### src/rtl/fib_seq_ctrl_if.sv
// Request/response bundle for the Fibonacci term sequencer.
// The master issues start/n; the slave returns status and result.
interface fib_seq_ctrl_if #(
  parameter int SIZE = 16,
  parameter int NW   = 6
);
  logic            start;
  logic [NW-1:0]   n;
  logic            ready;
  logic            busy;
  logic            done;
  logic [SIZE-1:0] result;
  logic            overflow;
  logic [1:0]      mux_sel;

  modport master (
    output start, n,
    input  ready, busy, done, result, overflow, mux_sel
  );

  modport slave (
    input  start, n,
    output ready, busy, done, result, overflow, mux_sel
  );
endinterface

### src/rtl/fib_seq_ctrl.sv
// Iterative Fibonacci sequencer: computes F(n) mod 2^SIZE
// with a four-state FSM and a sticky overflow flag.
module fib_seq_ctrl #(
  parameter int SIZE = 16,
  parameter int NW   = 6
) (
  input  logic         clk,
  input  logic         rst,
  fib_seq_ctrl_if.slave bus
);

  localparam logic [1:0] IDLE = 2'd0;
  localparam logic [1:0] INIT = 2'd1;
  localparam logic [1:0] CALC = 2'd2;
  localparam logic [1:0] DONE = 2'd3;

  localparam logic [1:0] SEL_ZERO = 2'b00;
  localparam logic [1:0] SEL_ONE  = 2'b01;
  localparam logic [1:0] SEL_SUM  = 2'b10;
  localparam logic [1:0] SEL_HOLD = 2'b11;

  logic [1:0]      state;
  logic [1:0]      state_nx;
  logic [1:0]      sel;
  logic [SIZE-1:0] a;
  logic [SIZE-1:0] b;
  logic [SIZE-1:0] a_nx;
  logic [SIZE-1:0] res_q;
  logic [NW-1:0]   cnt;
  logic            sticky;
  logic            ovf_q;
  logic [SIZE:0]   sum;
  logic            last;

  assign sum  = {1'b0, a} + {1'b0, b};
  assign last = (cnt == NW'(1));

  // A-source select follows the state directly
  always_comb begin
    sel = SEL_HOLD;
    unique case (state)
      INIT:    sel = SEL_ZERO;
      CALC:    sel = SEL_SUM;
      default: sel = SEL_HOLD;
    endcase
  end

  // A-source mux; the previous sum is already sitting in B
  always_comb begin
    a_nx = a;
    unique case (sel)
      SEL_ZERO: a_nx = '0;
      SEL_ONE:  a_nx = SIZE'(1);
      SEL_SUM:  a_nx = b;
      default:  a_nx = a;
    endcase
  end

  // Next-state logic
  always_comb begin
    state_nx = state;
    unique case (state)
      IDLE: if (bus.start) state_nx = INIT;
      INIT: state_nx = (cnt != '0) ? CALC : DONE;
      CALC: if (last) state_nx = DONE;
      default: state_nx = IDLE;
    endcase
  end

  // State, datapath and result registers
  always_ff @(posedge clk) begin
    if (rst) begin
      state  <= IDLE;
      a      <= '0;
      b      <= '0;
      cnt    <= '0;
      sticky <= 1'b0;
      res_q  <= '0;
      ovf_q  <= 1'b0;
    end else begin
      state <= state_nx;
      a     <= a_nx;
      unique case (state)
        IDLE: begin
          if (bus.start) cnt <= bus.n;
        end
        INIT: begin
          b      <= SIZE'(1);
          sticky <= 1'b0;
        end
        CALC: begin
          b   <= sum[SIZE-1:0];
          cnt <= cnt - NW'(1);
          // final step computes F(n+1); its carry is irrelevant
          if (sum[SIZE] && !last) sticky <= 1'b1;
        end
        default: begin
          res_q <= a;
          ovf_q <= sticky;
        end
      endcase
    end
  end

  assign bus.ready    = (state == IDLE);
  assign bus.busy     = (state == INIT) || (state == CALC);
  assign bus.done     = (state == DONE);
  assign bus.mux_sel  = sel;
  assign bus.result   = (state == DONE) ? a : res_q;
  assign bus.overflow = (state == DONE) ? sticky : ovf_q;

endmodule

### src/flat_wrapper.sv
// flat-port wrapper written by rule: the top's interface ports become plain ports
module fib_seq_ctrl_flat 
#(
  parameter int SIZE = 16,
  parameter int NW   = 6
)
  (clk, rst, bus_start, bus_n, bus_ready, bus_busy, bus_done, bus_result, bus_overflow, bus_mux_sel);
  fib_seq_ctrl_if #(.SIZE(SIZE), .NW(NW)) bus_i ();
  input  logic clk;
  input  logic rst;
  input wire logic [$bits(bus_i.start)-1:0] bus_start;
  input wire logic [$bits(bus_i.n)-1:0] bus_n;
  output wire logic [$bits(bus_i.ready)-1:0] bus_ready;
  output wire logic [$bits(bus_i.busy)-1:0] bus_busy;
  output wire logic [$bits(bus_i.done)-1:0] bus_done;
  output wire logic [$bits(bus_i.result)-1:0] bus_result;
  output wire logic [$bits(bus_i.overflow)-1:0] bus_overflow;
  output wire logic [$bits(bus_i.mux_sel)-1:0] bus_mux_sel;
  assign bus_i.start = bus_start;
  assign bus_i.n = bus_n;
  assign bus_ready = bus_i.ready;
  assign bus_busy = bus_i.busy;
  assign bus_done = bus_i.done;
  assign bus_result = bus_i.result;
  assign bus_overflow = bus_i.overflow;
  assign bus_mux_sel = bus_i.mux_sel;
  fib_seq_ctrl #(.SIZE(SIZE), .NW(NW)) u_core (.clk(clk), .rst(rst), .bus(bus_i));
endmodule
### config.mk
export PLATFORM = sky130hd
export DESIGN_NAME = fib_seq_ctrl_flat
export DESIGN_NICKNAME = d
export VERILOG_FILES = /design/src/rtl/fib_seq_ctrl_if.sv /design/src/rtl/fib_seq_ctrl.sv /design/src/flat_wrapper.sv
export SDC_FILE = /design/constraint.sdc
export NUM_CORES = 1
export LEC_CHECK = 0
export ABC_AREA = 1
export CAP_MARGIN = 5
export CORE_ASPECT_RATIO = 0.75
export CORE_UTILIZATION = 60
export CTS_BUF_LIST = sky130_fd_sc_hd__clkbuf_4
export CTS_CLUSTER_DIAMETER = 200
export DETAILED_ROUTE_END_ITERATION = 6
export PLACE_DENSITY = 0.85
export SYNTH_ARGS = -nofsm -noshare
export SYNTH_HDL_FRONTEND = slang
export SYNTH_SLANG_ARGS = --single-unit
### constraint.sdc
create_clock -name clk -period 2.2 [get_ports clk]
set_input_delay 0.22 -clock clk [delete_from_list [all_inputs] [get_ports clk]]
set_output_delay 0.22 -clock clk [all_outputs]
set_load 0.05 [all_outputs]
* Word level (Yosys, flattened, before mapping)
Cells that the tools add are included.
** Cells by class
- Reduce and logical (&&, ||, !) cells :: 13
- Eq/ne operators :: 9
- Multiplexer cells :: 13
- Add/subtract/negate cells :: 2
** Operator list (count)
- case mux 16 bit (3 select lines) :: 1
- case mux 16 bit (2 select lines) :: 1
- adder 16 x 16 -> 17 bit :: 1
- two-way mux 16 bit :: 1
- case mux 6 bit (2 select lines) :: 1
- equality test 2 bit, second input constant :: 3
- equality test 6 x 1 -> 1 bit, second input constant :: 1
- two-way mux 6 bit :: 1
- case mux 2 bit (3 select lines) :: 1
- AND reduction 2 bit :: 3
- nonzero test 6 bit :: 1
- subtractor 6 x 1 -> 6 bit, second input constant :: 1
- equality test 2 x 1 -> 1 bit, second input constant :: 2
- zero test 2 bit :: 2
- two-way mux 2 bit :: 2
- != test 2 x 1 -> 1 bit, second input constant :: 2
- case mux 2 bit (2 select lines) :: 1
- nonzero test 2 bit :: 2
- two-way mux 1 bit :: 3
- nonzero test 3 bit :: 1
- OR reduction 3 bit :: 1
- != test 2 bit, second input constant :: 1
- case mux 1 bit (2 select lines) :: 1
- logical AND 1 bit :: 1
- 2 further kinds :: 2
** Word-level totals
- Bits of input ports :: 9
- Word-level logic and storage cells :: 44
- Register bits after elaboration :: 58

* Logic depth before layout (Yosys ltp)
Gate-level depths: netlist (run 1).
- Depth in word-level cells :: 5
- Depth in mapped cells :: 12
- Depth with buffers taken out :: 12

* Least setup slack after synthesis (run 1)
Ideal clock, no wire load.
- Path kind :: flip-flop to output port
- Start :: register u_core.state[0]
- End :: output port bus_overflow
- Slack :: -0.293 ns
- Stages on the path, launching flop included :: 5
- Buffers on the path :: 2
- Data arrival time :: 2.273 ns
- Path through :: dfxtp_1 ha_1 clkbuf_1 clkbuf_1 o21ai_0
** Between the ends
- Word-level cells in the longest chain between the ends :: 2
** RTL lines
- from (decl) :: line fib_seq_ctrl.sv:22 : logic [1:0] state;
- from (signal assigned) :: line fib_seq_ctrl.sv:81 : state <= state_nx;
- equality test 2 bit
- net bus_done :: line flat_wrapper.sv:15 : output wire logic [$bits(bus_i.done)-1:0] bus_done;
- two-way mux 1 bit :: line fib_seq_ctrl.sv:110 : assign bus.overflow = (state == DONE) ? sticky : ovf_q;
- to (decl) :: line flat_wrapper.sv:17 : output wire logic [$bits(bus_i.overflow)-1:0] bus_overflow;
The timed path passes the listed nets, and every way through them passes these cells.

* Worst setup path after layout (run 1)
- Start :: register u_core.state[0]
- End :: output port bus_mux_sel[0]
** Between the ends
- Word-level cells in the longest chain between the ends :: 2
- Elaborated cells on any way between the ends :: 3
- Those cells by class :: 2 x eq/ne; 1 x mux
** RTL lines
- equality test 2 bit or equality test 2 x 1 -> 1 bit (tied branches) :: line fib_seq_ctrl.sv:41 : unique case (state)
- case mux 2 bit (2 select lines) * :: line fib_seq_ctrl.sv:41
- to (decl) :: line flat_wrapper.sv:18 : output wire logic [$bits(bus_i.mux_sel)-1:0] bus_mux_sel;
Mark *: on every way between the ends. The rest lies on a longest branch, timed or not.

==> impl_results.md, run 1 <==
* Post-layout min period at approximately 2.1 ns
* # diodes at 0
* GR peak layer: met2
* Hold WC Path Type: input port to register
* Core Region at 5530 um2
* Crit path launch type: register
* Worst Hold Depth at 3
* Synth Instances at around 520
* Mapped Nets at 553
* DR vias at 3479
* TNS Setup at 0 ns
* Layout cells sized above 1 at 0.184
* M3 GR Usage at 0.0932
* Yosys warns at 0
* Fmax achieved at 477 MHz
* Worst path most repeated cell: inv_1
* Top FF cell, synth: dfxtp_1
* GRT overflow at 0
* Mapped Avg Cell Area at 6.88 um2
* Hold Fails Final Rpt at 0
* WL/cell at 13.9 um
* Critical path class: register to primary output
* Initial Util at 0.645
* Post-synth ARST share at 0
* CTS tree: yes
* # rows at 23
* Run status: complete, no violations
* Die area at 6250 um2
* GR Util All Layers at 0.291
* DRC violation count after routing at 0
* CP Cell Sequence: inv_1, ha_1, inv_1, buf_6, buf_12
* CP arrival at 1.88 ns
* Register-to-Register Path Depth at 12
* Nets at 580
* CTS sink count at 58
* Met2 GRT Util at 0.511
* Synth-to-Final Area Change at 20.4%
* Vias in the first global route at 3099
* Pleak at roughly 1.9 nW
* Detailed Route WL at 8710 um
* Placer Congestion at 0.900
* CTS clk-pin slew, worst paths at about 0.10 ns
* Root Buffer: clkbuf_4
* Period utilization at 0.952
* Chip height at 68.7 um
* Measured slew at the worst slew-check pin at 0.587 ns
* Post-synthesis sequential area ratio at 0.326
* Cell Pwr Density at 1030 nW/um2
* # IOs at 31
* Vias per cell at 5.57
* Cell area after layout at 4290 um2
* Setup-failing EPs final at 0
* Crit end category: primary output
* Post-Syn Area at 3560 um2
* Largest net degree at the start of global routing at 38
* Count of different cell masters after synthesis at 37
* Power Total at 4.42 mW
* Max-Cap Viols at 0
* Worst Path Required at around 2 ns
* Setup ws final at 0.105 ns
* Worst IR Drop VDD at 1.26 mV
* Die X at 91.0 um
* Slew Limit Fails at 0
* Placed Instance Area at 4140 um2
* DP Worst Slack at roughly 0.34 ns
* Hpwl dp at 6400 um
* Setup Fix Bufs, Post-CTS at 0
* Post-synth EDFFs at 0
* GR Layer Usage met1 at 0.348
* First-pass GRT wire length at between 10000 and 15000 um
* H-tree depth at 3
* Clock Path Buffers at 2
* Initial antenna violation count at 0
* Slew margin rel. at 0.608
* CP Max Fanout at 32
* Slowest-stage cell, CP: dfxtp_1
* CTS buffer count at 9
* Number of buffers added on ports at 30
* Flops & latches, synth at 58
* Worst Skew at 0.0169 ns
* Iteration-0 DRC Markers at 198
* First-pass DRT Iterations at 5
* Critical Path Max Stage Delay at ~0.43 ns
* Antenna-violating nets left at 0
* Clk Latency, worst-skew pair at 0.42 ns
timing repair:
item,CTS,global route
setup endpoints to repair,2,5
cloned,0,0
pin swaps,0,0
gates resized for setup,2,5
hold buffers,0,0
sequential cells by signal (all words and copies together) (netlist names):
register,count
u_core.a,16
u_core.ovf_q,1
u_core.res_q,16
u_core.cnt,6
u_core.b,16
u_core.state,2
u_core.sticky,1
cells in the final DEF, fill, tap and decap left out, types with 2 or more instances in the layout:
cell / synthesis / final
clkinvlp_4: 0 / 2
nand3_2: 12 / 12
nor3_2: 3 / 3
nand2_2: 11 / 11
dfxtp_1: 58 / 58
a21oi_1: 72 / 61
clkdlybuf4s50_1: 0 / 8
a31oi_1: 2 / 2
buf_4: 2 / 4
nand3b_1: 2 / 2
clkbuf_4: 0 / 10
o21ai_1: 1 / 2
nand2_1: 130 / 130
nor2_1: 35 / 35
inv_1: 67 / 67
ha_1: 25 / 25
nand3_1: 11 / 11
nand4_1: 2 / 2
clkinv_1: 0 / 2
buf_12: 0 / 20
o21ai_0: 31 / 30
inv_2: 8 / 8
a21oi_2: 9 / 20
a211oi_1: 5 / 5
synthesized netlist by cell type (all sizes together) (2+ instances only):
master  number  area share
nand2      142        0.16
a21oi       82        0.13
inv         75       0.079
dfxtp       58        0.33
nor2        37       0.042
o21ai       32       0.045
ha          25       0.088
nand3       23       0.049
clkbuf      12       0.013
buf          8       0.015
a211oi       5       0.011
nor3         3      0.0084
a31oi        2      0.0035
nand3b       2      0.0042
nand4        2      0.0035
or2          2      0.0042
area by class of cell:
class                           count  area, um2
Multi-Input combinational cell    365       2060
Fill cell                         409       1240
Sequential cell                    58       1160
Tap cell                           75       93.8
Inverter                           75        282
Clock buffer                       10       75.1
Clock inverter                      6       57.6
Timing Repair Buffer               36        558
per-stage QoR:
step                instances   util  hold slack [ns]
floorplan                 518      -            0.367
global placement          609  0.749            0.441
detailed placement        609  0.749            0.475
CTS                       625  0.774            0.378
global route              625  0.776            0.384
finish                    625  0.776            0.396
routing by layer:
layer | vias up | wire (um)
met4 | 0 | 119
met1 | 1646 | 3970
li1 | 1724 | -
met3 | 15 | 468
met5 | - | 0
met2 | 94 | 4160
final timing paths:
kind	start	endpoint	slack, ns
setup / recovery	u_core.state[0]	bus_mux_sel[0]	0.10
hold / removal	bus_n[0]	u_core.cnt[0]	0.40
setup reg to reg	u_core.b[0]	u_core.sticky	0.30
hold reg to reg	u_core.b[5]	u_core.a[5]	0.49
power breakdown:
| group | switching, mW | total (mW) | leakage [nW] | internal (mW) |
|---|---|---|---|---|
| registers | 0.0935 | 1.28 | 0.470 | 1.18 |
| clock network | 0.401 | 0.751 | 0.0675 | 0.349 |
| logic | 1.49 | 2.39 | 1.34 | 0.896 |
| total | 1.99 | 4.42 | 1.88 | 2.43 |
critical path: cells and delay by family, from the launching register on:
family,cells,cell delay (ns)
adders and majority gates,1,0.38
buffers and inverters,4,0.65
DFF,1,0.43
cells by family after synthesis:
family	share of synthesized area
compound gates	0.199
flops	0.326
fa+ha+maj	0.0934
buf+inv	0.107
simple gates	0.275
No activity file was read; power rests on OpenSTA's default activity.
==> inputs of run 2 (changes only) <==
- CORE_UTILIZATION: 60 -> 50
- PLACE_DENSITY: 0.85 -> 0.74
==> run 2 against run 1 <==
Clock power is 20% higher; core utilization is 15 points lower; critical path depth stayed put; via count is 5.3% lower; die area is 19% higher.
==> impl_results.md, run 2 (synthesized netlist as in run 1, its figures left out) <==
* Detailed Route WL at 8200 um (-5.9%)
* GR Layer Usage met1 at 0.307 (-0.0408)
* DP Worst Slack at 0.369 ns (+0.0242 ns)
* CTS clk-pin slew, worst paths at 0.11 ns (about the same)
* Clock Path Buffers at 2 (unchanged)
* Run status: complete, no violations
* Critical Path Start: u_core.state[0]
* Vias in the first global route at 2886 (-6.9%)
* Cts hold-fix bufs at 0 (unchanged)
* Core Region at 6860 um2 (+24%)
* GR Util All Layers at 0.232 (-0.0598)
* Register-to-Register Path Depth at 7 (-5)
* Worst IR Drop VDD at 0.749 mV (-41%)
* Hpwl dp at 5970 um (-6.8%)
* Chip height at 75.1 um (+9.3%)
* GR peak layer: met2
* Clock network fraction of total power at 0.200 (+0.030)
* # diodes at 0 (unchanged)
* Period utilization at 0.949 (-0.00336)
* Clk Latency, worst-skew pair at 0.41 ns (about the same)
* Seq pwr share at 0.284 (-0.005)
* CP Cell Sequence: inv_1, ha_1, inv_1, buf_6, buf_12
* Setup ws final at 0.112 ns (+0.00739 ns)
* First-pass GRT wire length at 13300 um (-4.4%)
* GRT overflow at 0 (unchanged)
* Die area at 7470 um2 (+19%)
* H-tree depth at 3 (unchanged)
* CP Max Fanout at 32 (unchanged)
* Antenna-violating nets left at 0 (unchanged)
* CP arrival at 1.87 ns (about the same)
* Worst Path Required at 1.98 ns (about the same)
* Setup-failing EPs final at 0 (unchanged)
* Die X at 99.5 um (+9.3%)
* Crit end category: primary output
* Capture point of the worst path: bus_mux_sel[0]
* Hold Fails Final Rpt at 0 (unchanged)
* DRC violation count after routing at 0 (unchanged)
* CTS tree: yes
* Number of buffers added on ports at 30 (unchanged)
* Hold WC Path Type: input port to register
* Psw at 1.98 mW (-0.60%)
* Vias per cell at 5.09 (-8.6%)
* Layout filler cell count at 632 (+55%)
* Worst Skew at 0.0156 ns (-0.00128 ns)
* Sw Ratio at 0.440 (-0.0106)
* DR vias at 3293 (-5.3%)
* Top flop regs: u_core.a: 16 flops, u_core.b: 16 flops, u_core.res_q: 16 flops
* # IOs at 31 (unchanged)
* Critical Path Max Stage Delay at 0.43 ns (about the same)
* CTS sink count at 58 (unchanged)
* Worst path most repeated cell: inv_1
* Cell Pwr Density at 1040 nW/um2 (+0.97%)
* TNS Setup at 0 ns (unchanged)
* Slowest-stage cell, CP: dfxtp_1
* Slew Limit Fails at 0 (unchanged)
* Placer Congestion at 0.852 (-5.3%)
* Slew margin rel. at 0.622 (+0.0140)
* Root Buffer: clkbuf_4
* RSZ-0062 raised after global routing: no
* Most common cell after layout, fill and taps aside: nand2_1
* Multi-input gate area at 2060 um2 (-0.18%)
* M3 GR Usage at 0.0604 (-0.0328)
* Post-layout min period at 2.09 ns (-0.00739 ns)
* Crit path launch type: register
* Initial Util at 0.519 (-0.126)
* Met2 GRT Util at 0.378 (-0.133)
* Finished Core Util at 0.630 (-0.146)
* Max-Cap Viols at 0 (unchanged)
* WL/cell at 12.7 um (-9.1%)
* Initial antenna violation count at 0 (unchanged)
* Placed Instance Area at 4160 um2 (+0.51%)
* Largest net degree at the start of global routing at 38 (unchanged)
* Iteration-0 DRC Markers at 127 (-36%)
* Layout cells sized above 1 at 0.182 (-0.00149)
* First-pass DRT Iterations at 4 (-1)
* P_int at 2.52 mW (+3.8%)
* R2R setup slack at 0.33 ns (+0.03 ns)
* Synth-to-Final Area Change at 21.3%
* Measured slew at the worst slew-check pin at 0.566 ns (-0.0210 ns)
* Reg2reg end: u_core.a[11]
* Cell area after layout at 4320 um2 (+0.82%)
* # rows at 26 (+13%)
* Nets at 579 (-0.17%)
* Worst hold slack at 0.390 ns (-0.00590 ns)
* Sequential cell area at 1160 um2 (unchanged)
* Fmax achieved at 479 MHz (+0.35%)
* Combinational group share of total power at 0.516 (-0.025)
* Reg-to-reg startpoint: u_core.state[0]
* Pleak at 1.88 nW (+0.27%)
* Most frequent cells in the layout: nand2_1, inv_1, a21oi_1
* CTS buffer count at 9 (unchanged)
* Critical path class: register to primary output
==> run 2: cell count changes in the layout (fill, tap and decap cells not counted) <==
| cell | before | now |
|---|---|---|
| clkinv_4 | 0 | 2 |
| a21oi_1 | 61 | 62 |
| a21oi_2 | 20 | 19 |
| buf_8 | 1 | 0 |
| bufinv_16 | 1 | 2 |
| clkbuf_4 | 10 | 9 |
| clkinv_1 | 2 | 1 |
| clkinvlp_4 | 2 | 1 |
| dlygate4sd2_1 | 1 | 2 |
| dlymetal6s2s_1 | 1 | 0 |
==> run 2: how the worst min path moves through the flow <==
stage	slack [ns]	depth (start not counted)	start	endpoint
detailed placement	0.45	2	u_core.ovf_q	u_core.ovf_q
floorplan	0.37	2	bus_n[5]	u_core.cnt[5]
global placement	0.44	2	u_core.ovf_q	u_core.ovf_q
global route	0.41	3	bus_n[0]	u_core.cnt[0]
finish	0.39	3	bus_n[0]	u_core.cnt[0]
CTS	0.38	3	bus_n[0]	u_core.cnt[0]
==> run 2: layer usage <==
| layer | vias to the layer above | wire length, um | share of wire |
|---|---|---|---|
| li1 | 1725 | - | - |
| met1 | 1504 | 4040 | 0.49 |
| met2 | 56 | 3780 | 0.46 |
| met3 | 8 | 316 | 0.039 |
| met4 | 0 | 71 | 0.0087 |
| met5 | - | 0 | 0 |
==> run 2: area by class of cell <==
type	count	share of cell area
Timing Repair Buffer	35	0.125
Multi-Input combinational cell	365	0.476
Clock inverter	7	0.0217
Tap cell	98	0.0284
Sequential cell	58	0.269
Inverter	75	0.0651
Clock buffer	9	0.0156
==> run 2: metrics by stage <==
| stage | power, mW | cells |
|---|---|---|
| floorplan | 2.74 | 518 |
| global placement | 3.58 | 631 |
| detailed placement | 3.62 | 631 |
| CTS | 4.51 | 647 |
| global route | 4.75 | 647 |
| finish | 4.50 | 647 |
==> run 2: repair_timing <==
item / in CTS / in global routing
setup buffers: 0 / 0
gates resized for setup: 2 / 1
setup endpoints to repair: 2 / 1
cloned: 0 / 0
pin swaps: 0 / 0
==> run 2: power by group through the flow <==
stage | registers, mW | clock network [mW] | logic (mW)
CTS | 1.28 | 0.916 | 2.32
finish | 1.28 | 0.900 | 2.32
global placement | 1.29 | 0 | 2.29
global route | 1.29 | 0.961 | 2.50
detailed placement | 1.30 | 0 | 2.32
floorplan | 1.28 | 0 | 1.46
==> run 2: critical path: cells and delay by family, from the launching register on <==
family,cells,cell delay [ns]
fa+ha+maj,1,0.39
flops,1,0.43
buf+inv,4,0.63
==> inputs of run 3 (changes only) <==
- CORE_MARGIN: not set -> 8
==> run 3 against run 2 <==
Core utilization shrank 0.15 points; die area grew 35%; first-iteration DRC count grew 54%; power fell by 2.2%; register-to-register slack got worse by 0.02 ns; fmax rose by 0.55%; worst hold slack improved by 0.0083 ns; clock power shrank 15%; critical path depth is the same; clock skew rose by 0.0012 ns; wire length increased by 0.91%.
==> impl_results.md, run 3 (synthesized netlist as in run 1, its figures left out) <==
* Run status: complete, no violations
* Number of buffers added on ports at 30 (unchanged)
* Most frequent cells in the layout: nand2_1, inv_1, a21oi_1
* Synth-to-Final Area Change at 21.1%
* Pleak at 1.88 nW (-0.20%)
* First-pass GRT wire length at 13900 um (+4.1%)
* Largest net degree at the start of global routing at 38 (unchanged)
* # diodes at 0 (unchanged)
* Top Layer Used: met4
* WL met3 at 467 um (+48%)
* R2R setup slack at 0.31 ns (-0.02 ns)
* Worst Hold Depth at 3 (unchanged)
* Register-to-Register Path Depth at 12 (+5)
* Worst IR Drop VDD at 0.863 mV (+15%)
* Setup Fix Bufs, Post-CTS at 0 (unchanged)
* DR vias at 3281 (-0.36%)
* Slowest-stage cell, CP: dfxtp_1
* Metal-1 WL at 3990 um (-1.0%)
* Measured slew at the worst slew-check pin at 0.572 ns (+0.00543 ns)
* Layout cells sized above 1 at 0.183 (+0.00115)
* # rows at 26 (unchanged)
* Reg2reg end: u_core.sticky
* Slew Limit Fails at 0 (unchanged)
* Cts hold-fix bufs at 0 (unchanged)
* Core Region at 6860 um2 (unchanged)
* Hold Fails Final Rpt at 0 (unchanged)
* First-pass DRT Iterations at 4 (unchanged)
* Worst path most repeated cell: inv_1
* Detailed Route WL at 8270 um (+0.91%)
* CTS sink count at 58 (unchanged)
* Top flop regs: u_core.a: 16 flops, u_core.b: 16 flops, u_core.res_q: 16 flops
* CP Max Fanout at 32 (unchanged)
* CTS clk-pin slew, worst paths at 0.11 ns (about the same)
* Placed Instances at 633 (+0.32%)
* CP Cell Sequence: inv_1, ha_1, inv_1, buf_8, buf_12
* CTS tree: yes
* Clock Path Buffers at 2 (unchanged)
* Worst hold start: bus_n[0]
* H-tree depth at 3 (unchanged)
* Metal2 WL at 3730 um (-1.2%)
* CP arrival at 1.86 ns (about the same)
* Initial Util at 0.519 (unchanged)
* Root Buffer: clkbuf_4
* Post-Layout Cell Count at 649 (+0.31%)
* GRT overflow at 0 (unchanged)
* Vias in the first global route at 2975 (+3.1%)
* RSZ-0062 raised after global routing: no
* Worst Path Required at 1.98 ns (about the same)
* Power Total at 4.40 mW (-2.2%)
* Hpwl dp at 6140 um (+2.8%)
* Worst Skew at 0.0168 ns (+0.00120 ns)
* Die X at 113 um (+14%)
* Post-layout min period at 2.08 ns (-0.0113 ns)
* Vias per cell at 5.06 (-0.67%)
* CTS buffer count at 9 (unchanged)
* Initial antenna violation count at 0 (unchanged)
* GR Util All Layers at 0.170 (-0.0611)
* Crit end category: primary output
* Crit path launch type: register
* Fmax achieved at 482 MHz (+0.55%)
* Cell Pwr Density at 1020 nW/um2 (-2.0%)
* Placer Congestion at 0.867 (+1.7%)
* Period utilization at 0.944 (-0.00515)
* Critical path class: register to primary output
* WL/cell at 12.7 um (+0.60%)
* DRC violation count after routing at 0 (unchanged)
* Most common cell after layout, fill and taps aside: nand2_1
* Hold Crit Endpoint: u_core.cnt[0]
* Hold WC Path Type: input port to register
* Antenna-violating nets left at 0 (unchanged)
* Critical Path Max Stage Delay at 0.43 ns (about the same)
* Max-Cap Viols at 0 (unchanged)
* Chip height at 89.1 um (+19%)
* Iteration-0 DRC Markers at 196 (+54%)
* Clk Latency, worst-skew pair at 0.41 ns (about the same)
* Slew margin rel. at 0.618 (-0.00363)
* Nets at 581 (+0.35%)
* Die area at 10100 um2 (+35%)
* # IOs at 31 (unchanged)
* Reg-to-reg startpoint: u_core.a[0]
* Setup-failing EPs final at 0 (unchanged)
==> run 3: how the worst max path moves through the flow <==
stage,start,to,depth (start not counted),slack (ns)
2_1_floorplan,u_core.state[0],bus_result[3],5,-0.26
3_3_place_gp,u_core.state[1],bus_ready,3,0.44
3_5_place_dp,u_core.a[0],u_core.sticky,12,0.38
4_1_cts,u_core.state[0],bus_mux_sel[0],5,0.02
5_1_grt,u_core.state[0],bus_mux_sel[0],5,0.01
6_report,u_core.state[0],bus_mux_sel[0],5,0.12
==> run 3: per-layer routing <==
metal  vias up  global-route usage
met5         -                   0
li1       1728                   -
met1      1483               0.220
met2        60               0.271
met4         0              0.0506
met3        10              0.0486
==> run 3: power breakdown <==
| part | internal (mW) | switching, mW |
|---|---|---|
| clock | 0.350 | 0.420 |
| combinational | 0.898 | 1.45 |
| sequential | 1.18 | 0.0937 |
| total | 2.43 | 1.96 |
==> run 3: cell type report <==
class | count | area (um2)
clock inverters | 6 | 57.6
clock buffers | 10 | 75.1
inverters | 75 | 282
multi-input cells | 365 | 2060
fillers | 601 | 2550
repair buffers | 37 | 558
flip-flops and latches | 58 | 1160
well taps | 98 | 123
==> run 3: repair_timing <==
| action | CTS | global route |
|---|---|---|
| endpoints found under the setup margin | 2 | 1 |
| pin swaps | 0 | 0 |
| resized for setup | 2 | 2 |
==> run 3: stage by stage <==
stage	cell area, um2	utilization	hold slack [ns]	setup TNS (ns)	setup WS (ns)
floorplan	3600	-	0.367	-0.530	-0.265
global route	4310	0.629	0.371	0	0.0142
CTS	4310	0.627	0.379	0	0.0223
detailed placement	4180	0.608	0.450	0	0.382
global placement	4180	0.608	0.442	0	0.436
finish	4310	0.629	0.398	0	0.123
==> run 3: critical path: cells and delay by family (launching register included) <==
family | cells | cell delay (ns)
adder cells (fa/ha/maj) | 1 | 0.39
buffers and inverters | 4 | 0.62
flip-flops | 1 | 0.43
